$ cat src/rtl/sd_cmd_if.sv
// Controller-facing command/response bundle of the SD CMD-line bit engine.
// master = CMD sequencing controller, slave = sd_cmd_serdes.
interface sd_cmd_if;
    logic [31:0]  argument;
    logic [5:0]   command_index;
    logic [1:0]   response_type;
    logic         command_index_check;
    logic         command_crc_check;
    logic         issue;
    logic [119:0] response;
    logic         command_end;
    logic         command_complete;
    logic         index_error;
    logic         crc_error;
    logic         end_bit_error;
    logic         timeout_error;
    logic         conflict_error;

    modport master (
        output argument, command_index, response_type, command_index_check,
               command_crc_check, issue,
        input  response, command_end, command_complete, index_error, crc_error,
               end_bit_error, timeout_error, conflict_error
    );

    modport slave (
        input  argument, command_index, response_type, command_index_check,
               command_crc_check, issue,
        output response, command_end, command_complete, index_error, crc_error,
               end_bit_error, timeout_error, conflict_error
    );
endinterface

$ cat src/rtl/sd_cmd_serdes.sv
// SD CMD-line bit engine: serialises a 48-bit command with CRC7, then captures the response.
// Optional macro SD_CMD_NCC_GAP_EN inserts an 8-cycle Ncc gap before completion is reported.
//
// state      | meaning
// IDLE       | pin released, waiting for issue
// TX         | driving the 48-bit command frame MSB first
// TURN       | 2-cycle bus turnaround, pin ignored (first cycle is the release cycle)
// WAIT_START | hunting for the response start bit, Ncr timer running
// RX         | shifting in the remaining response bits
// DONE       | completion and error flags (or entry to GAP when the gap is enabled)
// GAP        | Ncc spacing, completion reported on its last cycle
module sd_cmd_serdes #(
    parameter bit ConflictDetection = 1'b0,
    parameter int NcrTimeout        = 64
) (
    input  logic    sdclk_i,
    input  logic    rst_cmd_ni,
    sd_cmd_if.slave bus,
    input  logic    cmd_i,
    output logic    cmd_o,
    output logic    cmd_t
);
    localparam int NcrW = $clog2(NcrTimeout) + 1;

    typedef enum logic [2:0] {
        IDLE, TX, TURN, WAIT_START, RX, DONE
`ifdef SD_CMD_NCC_GAP_EN
        , GAP
`endif
    } state_e;

    function automatic logic [6:0] crc7(input logic [119:0] d);
        logic [6:0] c;
        logic       fb;
        c = '0;
        for (int i = 119; i >= 0; i--) begin
            fb = c[6] ^ d[i];
            c  = {c[5:0], 1'b0} ^ (fb ? 7'h09 : 7'h00);
        end
        return c;
    endfunction

    state_e          state_q, state_d;
    logic            cmd_q;
    logic [47:0]     tx_sr;
    logic            tx_prev;
    logic [7:0]      bit_cnt;
    logic [NcrW-1:0] ncr_cnt;
    logic [127:0]    rx_sr;
    logic [5:0]      idx_q;
    logic [1:0]      type_q;
    logic            idx_chk_q, crc_chk_q;
    logic            to_q, cf_q;
    logic [119:0]    resp_q;
`ifdef SD_CMD_NCC_GAP_EN
    logic [2:0]      gap_cnt;
`endif

    logic [39:0]  tx_hdr;
    logic [47:0]  tx_frame;
    logic         conflict, complete, end_pulse;
    logic         is_r2, rx_valid;
    logic [6:0]   crc_calc;
    logic [119:0] resp_new;

    assign tx_hdr   = {2'b01, bus.command_index, bus.argument};
    assign tx_frame = {tx_hdr, crc7({80'd0, tx_hdr}), 1'b1};

    // The pin sample in cmd_q reflects the bit driven one cycle earlier.
    assign conflict = ConflictDetection && (state_q == TX) && (bit_cnt != 8'd47)
                      && (cmd_q != tx_prev);

    assign is_r2    = (type_q == 2'b01);
    assign rx_valid = (type_q != 2'b00) && !to_q && !cf_q;
    assign crc_calc = is_r2 ? crc7(rx_sr[127:8]) : crc7({80'd0, rx_sr[47:8]});
    assign resp_new = rx_valid ? (is_r2 ? rx_sr[127:8] : {88'd0, rx_sr[39:8]}) : resp_q;

    always_ff @(posedge sdclk_i) begin
        if (!rst_cmd_ni) state_q <= IDLE;
        else             state_q <= state_d;
    end

    always_comb begin
        state_d   = state_q;
        cmd_t     = 1'b1;
        cmd_o     = 1'b1;
        end_pulse = 1'b0;
        complete  = 1'b0;
        unique case (state_q)
            IDLE:       if (bus.issue) state_d = TX;
            TX: begin
                cmd_t     = 1'b0;
                cmd_o     = tx_sr[47];
                end_pulse = (bit_cnt == 8'd0) && !conflict;
                if (conflict)               state_d = DONE;
                else if (bit_cnt == 8'd0)   state_d = TURN;
            end
            TURN:       if (type_q == 2'b00)     state_d = DONE;
                        else if (bit_cnt == 8'd0) state_d = WAIT_START;
            WAIT_START: if (!cmd_q)              state_d = RX;
                        else if (ncr_cnt == '0)   state_d = DONE;
            RX:         if (bit_cnt == 8'd0)     state_d = DONE;
`ifdef SD_CMD_NCC_GAP_EN
            DONE:       state_d = GAP;
            GAP: begin
                if (gap_cnt == 3'd0) begin
                    complete = 1'b1;
                    state_d  = IDLE;
                end
            end
`else
            DONE: begin
                complete = 1'b1;
                state_d  = IDLE;
            end
`endif
            default:    state_d = IDLE;
        endcase
    end

    always_ff @(posedge sdclk_i) begin
        if (!rst_cmd_ni) begin
            cmd_q     <= 1'b1;
            tx_sr     <= '0;
            tx_prev   <= 1'b1;
            bit_cnt   <= '0;
            ncr_cnt   <= '0;
            rx_sr     <= '0;
            idx_q     <= '0;
            type_q    <= '0;
            idx_chk_q <= 1'b0;
            crc_chk_q <= 1'b0;
            to_q      <= 1'b0;
            cf_q      <= 1'b0;
            resp_q    <= '0;
`ifdef SD_CMD_NCC_GAP_EN
            gap_cnt   <= '0;
`endif
        end else begin
            cmd_q  <= cmd_i;
            resp_q <= bus.response;
            unique case (state_q)
                IDLE: begin
                    if (bus.issue) begin
                        tx_sr     <= tx_frame;
                        bit_cnt   <= 8'd47;
                        idx_q     <= bus.command_index;
                        type_q    <= bus.response_type;
                        idx_chk_q <= bus.command_index_check;
                        crc_chk_q <= bus.command_crc_check;
                        rx_sr     <= '0;
                        to_q      <= 1'b0;
                        cf_q      <= 1'b0;
                    end
                end
                TX: begin
                    tx_sr   <= {tx_sr[46:0], 1'b1};
                    tx_prev <= tx_sr[47];
                    bit_cnt <= bit_cnt - 8'd1;
                    if (conflict) cf_q <= 1'b1;
                    if (bit_cnt == 8'd0) begin
                        bit_cnt <= 8'd1;
                        ncr_cnt <= NcrW'(NcrTimeout - 1);
                    end
                end
                TURN: begin
                    bit_cnt <= bit_cnt - 8'd1;
                    ncr_cnt <= ncr_cnt - NcrW'(1);
                end
                WAIT_START: begin
                    ncr_cnt <= ncr_cnt - NcrW'(1);
                    if (!cmd_q) begin
                        rx_sr   <= {rx_sr[126:0], cmd_q};
                        bit_cnt <= is_r2 ? 8'd134 : 8'd46;
                    end else if (ncr_cnt == '0) begin
                        to_q <= 1'b1;
                    end
                end
                RX: begin
                    rx_sr   <= {rx_sr[126:0], cmd_q};
                    bit_cnt <= bit_cnt - 8'd1;
                end
`ifdef SD_CMD_NCC_GAP_EN
                DONE:    gap_cnt <= 3'd7;
                GAP:     gap_cnt <= gap_cnt - 3'd1;
`endif
                default: ;
            endcase
        end
    end

    assign bus.command_end      = end_pulse;
    assign bus.command_complete = complete;
    assign bus.response         = complete ? resp_new : resp_q;
    assign bus.index_error      = complete && rx_valid && idx_chk_q && !is_r2
                                  && (rx_sr[45:40] != idx_q);
    assign bus.crc_error        = complete && rx_valid && crc_chk_q && (crc_calc != rx_sr[7:1]);
    assign bus.end_bit_error    = complete && rx_valid && !rx_sr[0];
    assign bus.timeout_error    = complete && to_q;
    assign bus.conflict_error   = complete && ConflictDetection && cf_q;
endmodule

$ cat src/flat_wrapper.sv
// flat-port wrapper written by rule: the top's interface ports become plain ports
module sd_cmd_serdes_flat 
#(
    parameter bit ConflictDetection = 1'b0,
    parameter int NcrTimeout        = 64
)
  (sdclk_i, rst_cmd_ni, cmd_i, cmd_o, cmd_t, bus_argument, bus_command_index, bus_response_type, bus_command_index_check, bus_command_crc_check, bus_issue, bus_response, bus_command_end, bus_command_complete, bus_index_error, bus_crc_error, bus_end_bit_error, bus_timeout_error, bus_conflict_error);
  sd_cmd_if bus_i ();
  input  logic sdclk_i;
  input  logic rst_cmd_ni;
  input  logic cmd_i;
  output logic cmd_o;
  output logic cmd_t;
  input wire logic [$bits(bus_i.argument)-1:0] bus_argument;
  input wire logic [$bits(bus_i.command_index)-1:0] bus_command_index;
  input wire logic [$bits(bus_i.response_type)-1:0] bus_response_type;
  input wire logic [$bits(bus_i.command_index_check)-1:0] bus_command_index_check;
  input wire logic [$bits(bus_i.command_crc_check)-1:0] bus_command_crc_check;
  input wire logic [$bits(bus_i.issue)-1:0] bus_issue;
  output wire logic [$bits(bus_i.response)-1:0] bus_response;
  output wire logic [$bits(bus_i.command_end)-1:0] bus_command_end;
  output wire logic [$bits(bus_i.command_complete)-1:0] bus_command_complete;
  output wire logic [$bits(bus_i.index_error)-1:0] bus_index_error;
  output wire logic [$bits(bus_i.crc_error)-1:0] bus_crc_error;
  output wire logic [$bits(bus_i.end_bit_error)-1:0] bus_end_bit_error;
  output wire logic [$bits(bus_i.timeout_error)-1:0] bus_timeout_error;
  output wire logic [$bits(bus_i.conflict_error)-1:0] bus_conflict_error;
  assign bus_i.argument = bus_argument;
  assign bus_i.command_index = bus_command_index;
  assign bus_i.response_type = bus_response_type;
  assign bus_i.command_index_check = bus_command_index_check;
  assign bus_i.command_crc_check = bus_command_crc_check;
  assign bus_i.issue = bus_issue;
  assign bus_response = bus_i.response;
  assign bus_command_end = bus_i.command_end;
  assign bus_command_complete = bus_i.command_complete;
  assign bus_index_error = bus_i.index_error;
  assign bus_crc_error = bus_i.crc_error;
  assign bus_end_bit_error = bus_i.end_bit_error;
  assign bus_timeout_error = bus_i.timeout_error;
  assign bus_conflict_error = bus_i.conflict_error;
  sd_cmd_serdes #(.ConflictDetection(ConflictDetection), .NcrTimeout(NcrTimeout)) u_core (.sdclk_i(sdclk_i), .rst_cmd_ni(rst_cmd_ni), .bus(bus_i), .cmd_i(cmd_i), .cmd_o(cmd_o), .cmd_t(cmd_t));
endmodule
$ cat config.mk
export PLATFORM = sky130hd
export DESIGN_NAME = sd_cmd_serdes_flat
export DESIGN_NICKNAME = d
export VERILOG_FILES = /design/src/rtl/sd_cmd_if.sv /design/src/rtl/sd_cmd_serdes.sv /design/src/flat_wrapper.sv
export SDC_FILE = /design/constraint.sdc
export NUM_CORES = 1
export LEC_CHECK = 0
export BUFFER_PORTS_ARGS = -buffer_cell sky130_fd_sc_hd__buf_2
export CAP_MARGIN = 20
export CORE_ASPECT_RATIO = 1.2
export CORE_MARGIN = 10
export CORE_UTILIZATION = 59
export CTS_CLUSTER_SIZE = 16
export DETAILED_ROUTE_END_ITERATION = 10
export PLACE_DENSITY = 0.8
export SYNTH_ARGS = -nofsm -noshare
export SYNTH_HDL_FRONTEND = slang
export SYNTH_SLANG_ARGS = --single-unit
export TNS_END_PERCENT = 1
$ cat constraint.sdc
create_clock -name sdclk_i -period 6.7 [get_ports sdclk_i]
set_clock_uncertainty 0.2 [all_clocks]
set_input_delay 1.34 -clock sdclk_i [delete_from_list [all_inputs] [get_ports sdclk_i]]
set_output_delay 1.34 -clock sdclk_i [all_outputs]
set_load 0.005 [all_outputs]
== After elaboration in Yosys (flattened, before gate mapping) ==
Index checks and enable logic that the tools add are counted.
Cells by class
  $add $sub $neg: 2
  equal/unequal tests: 16
  muxes and demuxes: 230
  bitwise gates (word level): 391
  reduce and logical (&&, ||, !) cells: 31
Operators with widths (number)
  7-bit bitwise XOR: 195
  4-bit two-way mux: 198
  128-bit case mux with 3 select lines: 1
  120-bit two-way mux: 3
  128-bit two-way mux: 2
  1-bit bitwise XOR: 192
  48-bit case mux with 2 select lines: 1
  48-bit two-way mux: 1
  8-bit two-way mux: 4
  8-bit case mux with 4 select lines: 1
  3-bit two-way mux: 7
  3-bit case mux with 5 select lines: 1
  7-bit two-way mux: 2
  7-bit case mux with 2 select lines: 1
  1-bit logical AND: 9
  8-bit logical NOT: 1
  2-bit by 1-bit != test with 1-bit output (second input constant): 4
  2-bit nonzero test: 4
  8-bit by 1-bit subtractor with 8-bit output (second input constant): 1
  7-bit logical NOT: 1
  1-bit two-way mux: 7
  7-bit != test: 1
  7-bit by 1-bit subtractor with 7-bit output (second input constant): 1
  3-bit by 2-bit equality test with 1-bit output (second input constant): 2
  other kinds (20): 30
Storage, ports and cells
  bits in registers: 326
  input port bits: 46
  logic and storage cells: 682

== Longest topological paths before layout ==
  depth in word-level cells: 360
  depth in mapped cells: 15
  depth with buffers taken out: 14

== Worst setup path before layout ==
No wires, ideal clock.
  kind: reg2out
  start: register u_core.rx_sr[118]
  end: output port bus_crc_error
  data arrival time: 4.670 ns
  setup slack: 0.490 ns
  stages on the path, launching flop included: 15
  path buffers: 0
  path through: dfxtp_1 > xnor3_2 > xnor3_2 > xor2_2 > xnor3_2 > xnor2_2 > xnor3_1 > xnor3_1 > xnor3_2 > xnor2_2 > xnor2_2 > xnor3_1 > o2bb2ai_1 > nor4_1 > a31oi_1
Between the ends
  cells in the longest elaborated chain, start to end: 170
Ends and longest elaborated chain
  start: declaration: line sd_cmd_serdes.sv:49  | logic [127:0] rx_sr;
  start signal: assignment: line sd_cmd_serdes.sv:173  | rx_sr <= {rx_sr[126:0], cmd_q};
  start signal: assignment: line sd_cmd_serdes.sv:180  | rx_sr <= {rx_sr[126:0], cmd_q};
  1-bit bitwise XOR (*): line sd_cmd_serdes.sv:37  | fb = c[6] ^ d[i];
  4-bit two-way mux (*): line sd_cmd_serdes.sv:38  | c = {c[5:0], 1'b0} ^ (fb ? 7'h09 : 7'h00);
  7-bit bitwise XOR (*) (4 in a row): line sd_cmd_serdes.sv:38
  1-bit bitwise XOR: line sd_cmd_serdes.sv:37
  4-bit two-way mux: line sd_cmd_serdes.sv:38
  7-bit bitwise XOR (*) (4 in a row): line sd_cmd_serdes.sv:38
  1-bit bitwise XOR: line sd_cmd_serdes.sv:37
  4-bit two-way mux: line sd_cmd_serdes.sv:38
  [143 not listed]
  4-bit two-way mux: line sd_cmd_serdes.sv:38
  7-bit bitwise XOR (*) (4 in a row): line sd_cmd_serdes.sv:38
  1-bit bitwise XOR: line sd_cmd_serdes.sv:37
  4-bit two-way mux: line sd_cmd_serdes.sv:38
  7-bit bitwise XOR (*) (3 in a row): line sd_cmd_serdes.sv:38
  7-bit two-way mux (*): line sd_cmd_serdes.sv:75  | assign crc_calc = is_r2 ? crc7(rx_sr[127:8]) : crc7({80'd0, rx_sr[47:8]});
  7-bit != test (*): line sd_cmd_serdes.sv:197  | assign bus.crc_error = complete && rx_valid && crc_chk_q && (crc_calc != rx_sr[7:1]);
  1-bit logical AND (*): line sd_cmd_serdes.sv:197
  end: declaration: line flat_wrapper.sv:24  | output wire logic [$bits(bus_i.crc_error)-1:0] bus_crc_error;
Every way passes the cells marked *; elsewhere a longest branch is shown, timed or not.

== Worst setup path after layout ==
  start: register u_core.rx_sr[126]
  end: output port bus_crc_error
Between the ends
  cells in the longest elaborated chain, start to end: 182
Ends and longest elaborated chain (line)
  1-bit bitwise XOR (*): sd_cmd_serdes.sv:37
  4-bit two-way mux (*): sd_cmd_serdes.sv:38
  7-bit bitwise XOR (*) (4 in a row): sd_cmd_serdes.sv:38
  1-bit bitwise XOR: sd_cmd_serdes.sv:37
  4-bit two-way mux: sd_cmd_serdes.sv:38
  7-bit bitwise XOR (*) (4 in a row): sd_cmd_serdes.sv:38
  1-bit bitwise XOR: sd_cmd_serdes.sv:37
  4-bit two-way mux: sd_cmd_serdes.sv:38
  [155 not listed]
  4-bit two-way mux: sd_cmd_serdes.sv:38
  7-bit bitwise XOR (*) (4 in a row): sd_cmd_serdes.sv:38
  1-bit bitwise XOR: sd_cmd_serdes.sv:37
  4-bit two-way mux: sd_cmd_serdes.sv:38
  7-bit bitwise XOR (*) (3 in a row): sd_cmd_serdes.sv:38
  7-bit two-way mux (*): sd_cmd_serdes.sv:75
  7-bit != test (*): sd_cmd_serdes.sv:197
  1-bit logical AND (*): sd_cmd_serdes.sv:197
Marked as above.

==> out/results.ini <==
[status]
status = finished with violations
failed_checks = setup timing

[timing]
slew-limit-headroom_pct = 36.5
worst_pin_slew_ns = 0.948
period_share_pct = 106
finalHoldViolCount = 0
whs_ns = 0.258
tns_ns = -0.370
min_period_ns = 7.07
rsz0062_at_grt = yes
setup_viol_count_final = 1
maxSlewViolCount = 0
setup_slack_ns = -0.370
max_freq_ghz = 0.141

[pwr]
power.density_mw_per_mm2 = 302
leakagePower_nw = 8.56
power_mw = 5.84
peakVddDrop_mv = 0.330

[layout]
final_util_pct = 69.4
nets = 2073
fin_area_mm2 = 0.0193
fillers = 2190
fin_cells = 2427
n_antenna_cell = 0
syn_to_final_growth_pct = 16.8
drive_above_1_share_pct = 17.8

[job]
maxCapViolCount = 0

[synthesis]
synth_ff_type = dfxtp_1
synth_xor_area_share_pct = 25.3
syn_nets = 1949
synth_area_leaders = dfxtp_1 39%, xnor2_1 11%, nand2_1 7.4%, a22oi_1 6.0%, xnor3_1 5.3%
yosys-top-cells-count = 328 x nand2_1, 326 x dfxtp_1, 211 x xnor2_1
synth.top_cell.area_share_pct = 39.5
synth_most_common_cell = nand2_1
synth.mux.area_fraction_pct = 0.250
synth_warnings = 0
synth_cell_types = 58
yosys.area_share.adder_pct = 0.227
synthCells = 1900
yosysSeqAreaShare_pct = 39.5
syn-cell-area_mm2 = 0.0165
synth_top_area_cell = dfxtp_1
ys_seq_elements = 326
synth-simple-area-share_pct = 17.3
synth_edf_count = 0
synth_compound_area_share_pct = 14.1
synthArstFlopShare_pct = 0
avgSynthCellArea_um2 = 8.71
synth_top_family_by_area = XOR/XNOR gates

[floorplanning]
core_mm2 = 0.0278
die_h_um = 203
die_x_um = 173
fp-row-count = 67
io_pins = 175
initial_core_util_pct = 59.4
die_area_mm2 = 0.0352

[critical_path]
worstPathMaxFanout = 4
endpoint_kind = output pin
start_kind = flop
r2r-start = u_core.state_q[1]
cp.required_ns = 5.16
arrival_ns = 5.53
startpoint = u_core.rx_sr[126]
critical_path_class = reg -> out

[place]
dpl_worst_slack_ns = -0.0291
io_buffers = 173
place_hpwl_um = 27400
place_inst = 2345
placed_cell_area_mm2 = 0.0176
gp_congestion = 0.875

[clock_network]
clk_pin_slew_ns = 0.06
htree_levels = 2
cts.sinks = 326
root_buffer = clkbuf_16
cts_buffer_depth = 3
hold_buffers = 0
numCtsBuffers = 34
cts_tree = built
worstSkewPairLatency_ns = 0.51

[route]
dr.pass1.iters = 5
drt_iter0_markers = 1093
wirelength_um = 40800
wl_per_cell_um = 16.8
ant_nets = 0
drc = 0
num_vias = 13700
vias_per_cell = 5.65

[global_route]
grt_max_degree = 165
grt_pass1_wl_um = 65900
grt_antenna_before_repair = 0
overflow = 0
track_usage_pct = 21.9
grt_pass1_vias = 13300

[hold_path]
min_from = u_core.resp_q[61]
min_path_type = reg -> reg

## logic make-up (layout without fill, tap and decap cells)
family / after synthesis / after routing
and+or+nand+nor: 690 / 690
AOI/OAI and AO/OA: 367 / 367
xor gates and xnor gates: 362 / 362
DFF: 326 / 326
buffers and inverters: 147 / 295
muxes: 4 / 4
adders and majority gates: 3 / 3
other: 1 / 1
## what timing repair did
action                                  CTS  global route
setup buffers                            18             4
gates resized for setup                  38            14
pin swaps                                32             8
gates cloned                              0             0
endpoints found under the setup margin    1             1
## final timing paths
kind | depth (start not counted) | slack, ns | endpoint
max reg2reg | 6 | 3.22 | u_core.rx_sr[28]
min reg2reg | 2 | 0.26 | u_core.resp_q[61]
min | 2 | 0.26 | u_core.resp_q[61]
max | 17 | -0.37 | bus_crc_error
## worst max-delay path, cell delays in order (launching register included)
cell	delay, ns
dfxtp_2	0.33
xnor3_2	0.48
buf_4	0.17
xor3_1	0.42
xnor3_2	0.35
xnor2_2	0.19
xnor2_2	0.26
xnor3_2	0.34
xnor2_2	0.21
buf_4	0.16
xnor2_2	0.11
xnor3_1	0.46
xor3_1	0.41
xor3_2	0.44
xnor2_1	0.15
a22oi_1	0.10
a31oi_1	0.28
buf_2	0.16
## flip-flops by register name, summed over array words and instances, names as in the netlist, 2 cells and up
register        cells
u_core.tx_sr       48
u_core.type_q       2
u_core.rx_sr      128
u_core.ncr_cnt      7
u_core.state_q      3
u_core.bit_cnt      8
u_core.idx_q        6
u_core.resp_q     120
## routing by layer
metal	global-route usage, %	vias to the layer above	part of all wire, %
met1	26.5	6529	41
met5	0	-	0
met3	3.85	77	5.4
li1	-	6690	-
met4	6.97	0	2.4
met2	39.0	413	51
## power breakdown
group          switching [mW]  leakage [nW]  total [mW]  internal (mW)
combinational           0.987          5.32        1.57          0.580
sequential              0.139          2.64        2.27           2.13
clock                   0.771         0.594        2.00           1.23
total                    1.90          8.56        5.84           3.94
## cells in the final DEF (no fill, tap or decap), types with 3 or more instances in the layout
| master | n |
|---|---|
| xor3_1 | 6 |
| o21ai_0 | 12 |
| xnor3_2 | 20 |
| bufinv_16 | 3 |
| xnor2_2 | 29 |
| nor2_1 | 191 |
| xnor2_1 | 189 |
| inv_1 | 10 |
| o221a_2 | 3 |
| clkbuf_1 | 6 |
| xor2_2 | 5 |
| buf_2 | 173 |
| o22ai_1 | 37 |
| nand2b_1 | 5 |
| nand2_1 | 328 |
| a221oi_1 | 3 |
| buf_4 | 48 |
| a211oi_1 | 4 |
| a22oi_1 | 133 |
| clkbuf_16 | 37 |
| o21a_1 | 3 |
| xor2_1 | 70 |
| a21oi_1 | 148 |
| ha_1 | 3 |
| nor4_1 | 5 |
| nor3_1 | 40 |
| dfxtp_2 | 4 |
| xor3_2 | 4 |
| a31oi_1 | 10 |
| and2_1 | 4 |
| xnor2_4 | 4 |
| xor2_4 | 5 |
| dfxtp_1 | 322 |
| clkbuf_8 | 10 |
| nand3b_1 | 4 |
| mux2i_1 | 3 |
| xnor3_1 | 29 |
| nand3_1 | 96 |
## area by class of cell
type	count	area, um^2	area share [%]
clock inverter	7	118	0.609
timing repair buffer	224	1280	6.61
tap	379	474	2.45
inverter	11	48.8	0.253
clock buffer	53	1090	5.62
multi-input combinational	1427	9790	50.7
sequential	326	6530	33.8
Power figures use the tool's default switching activity.
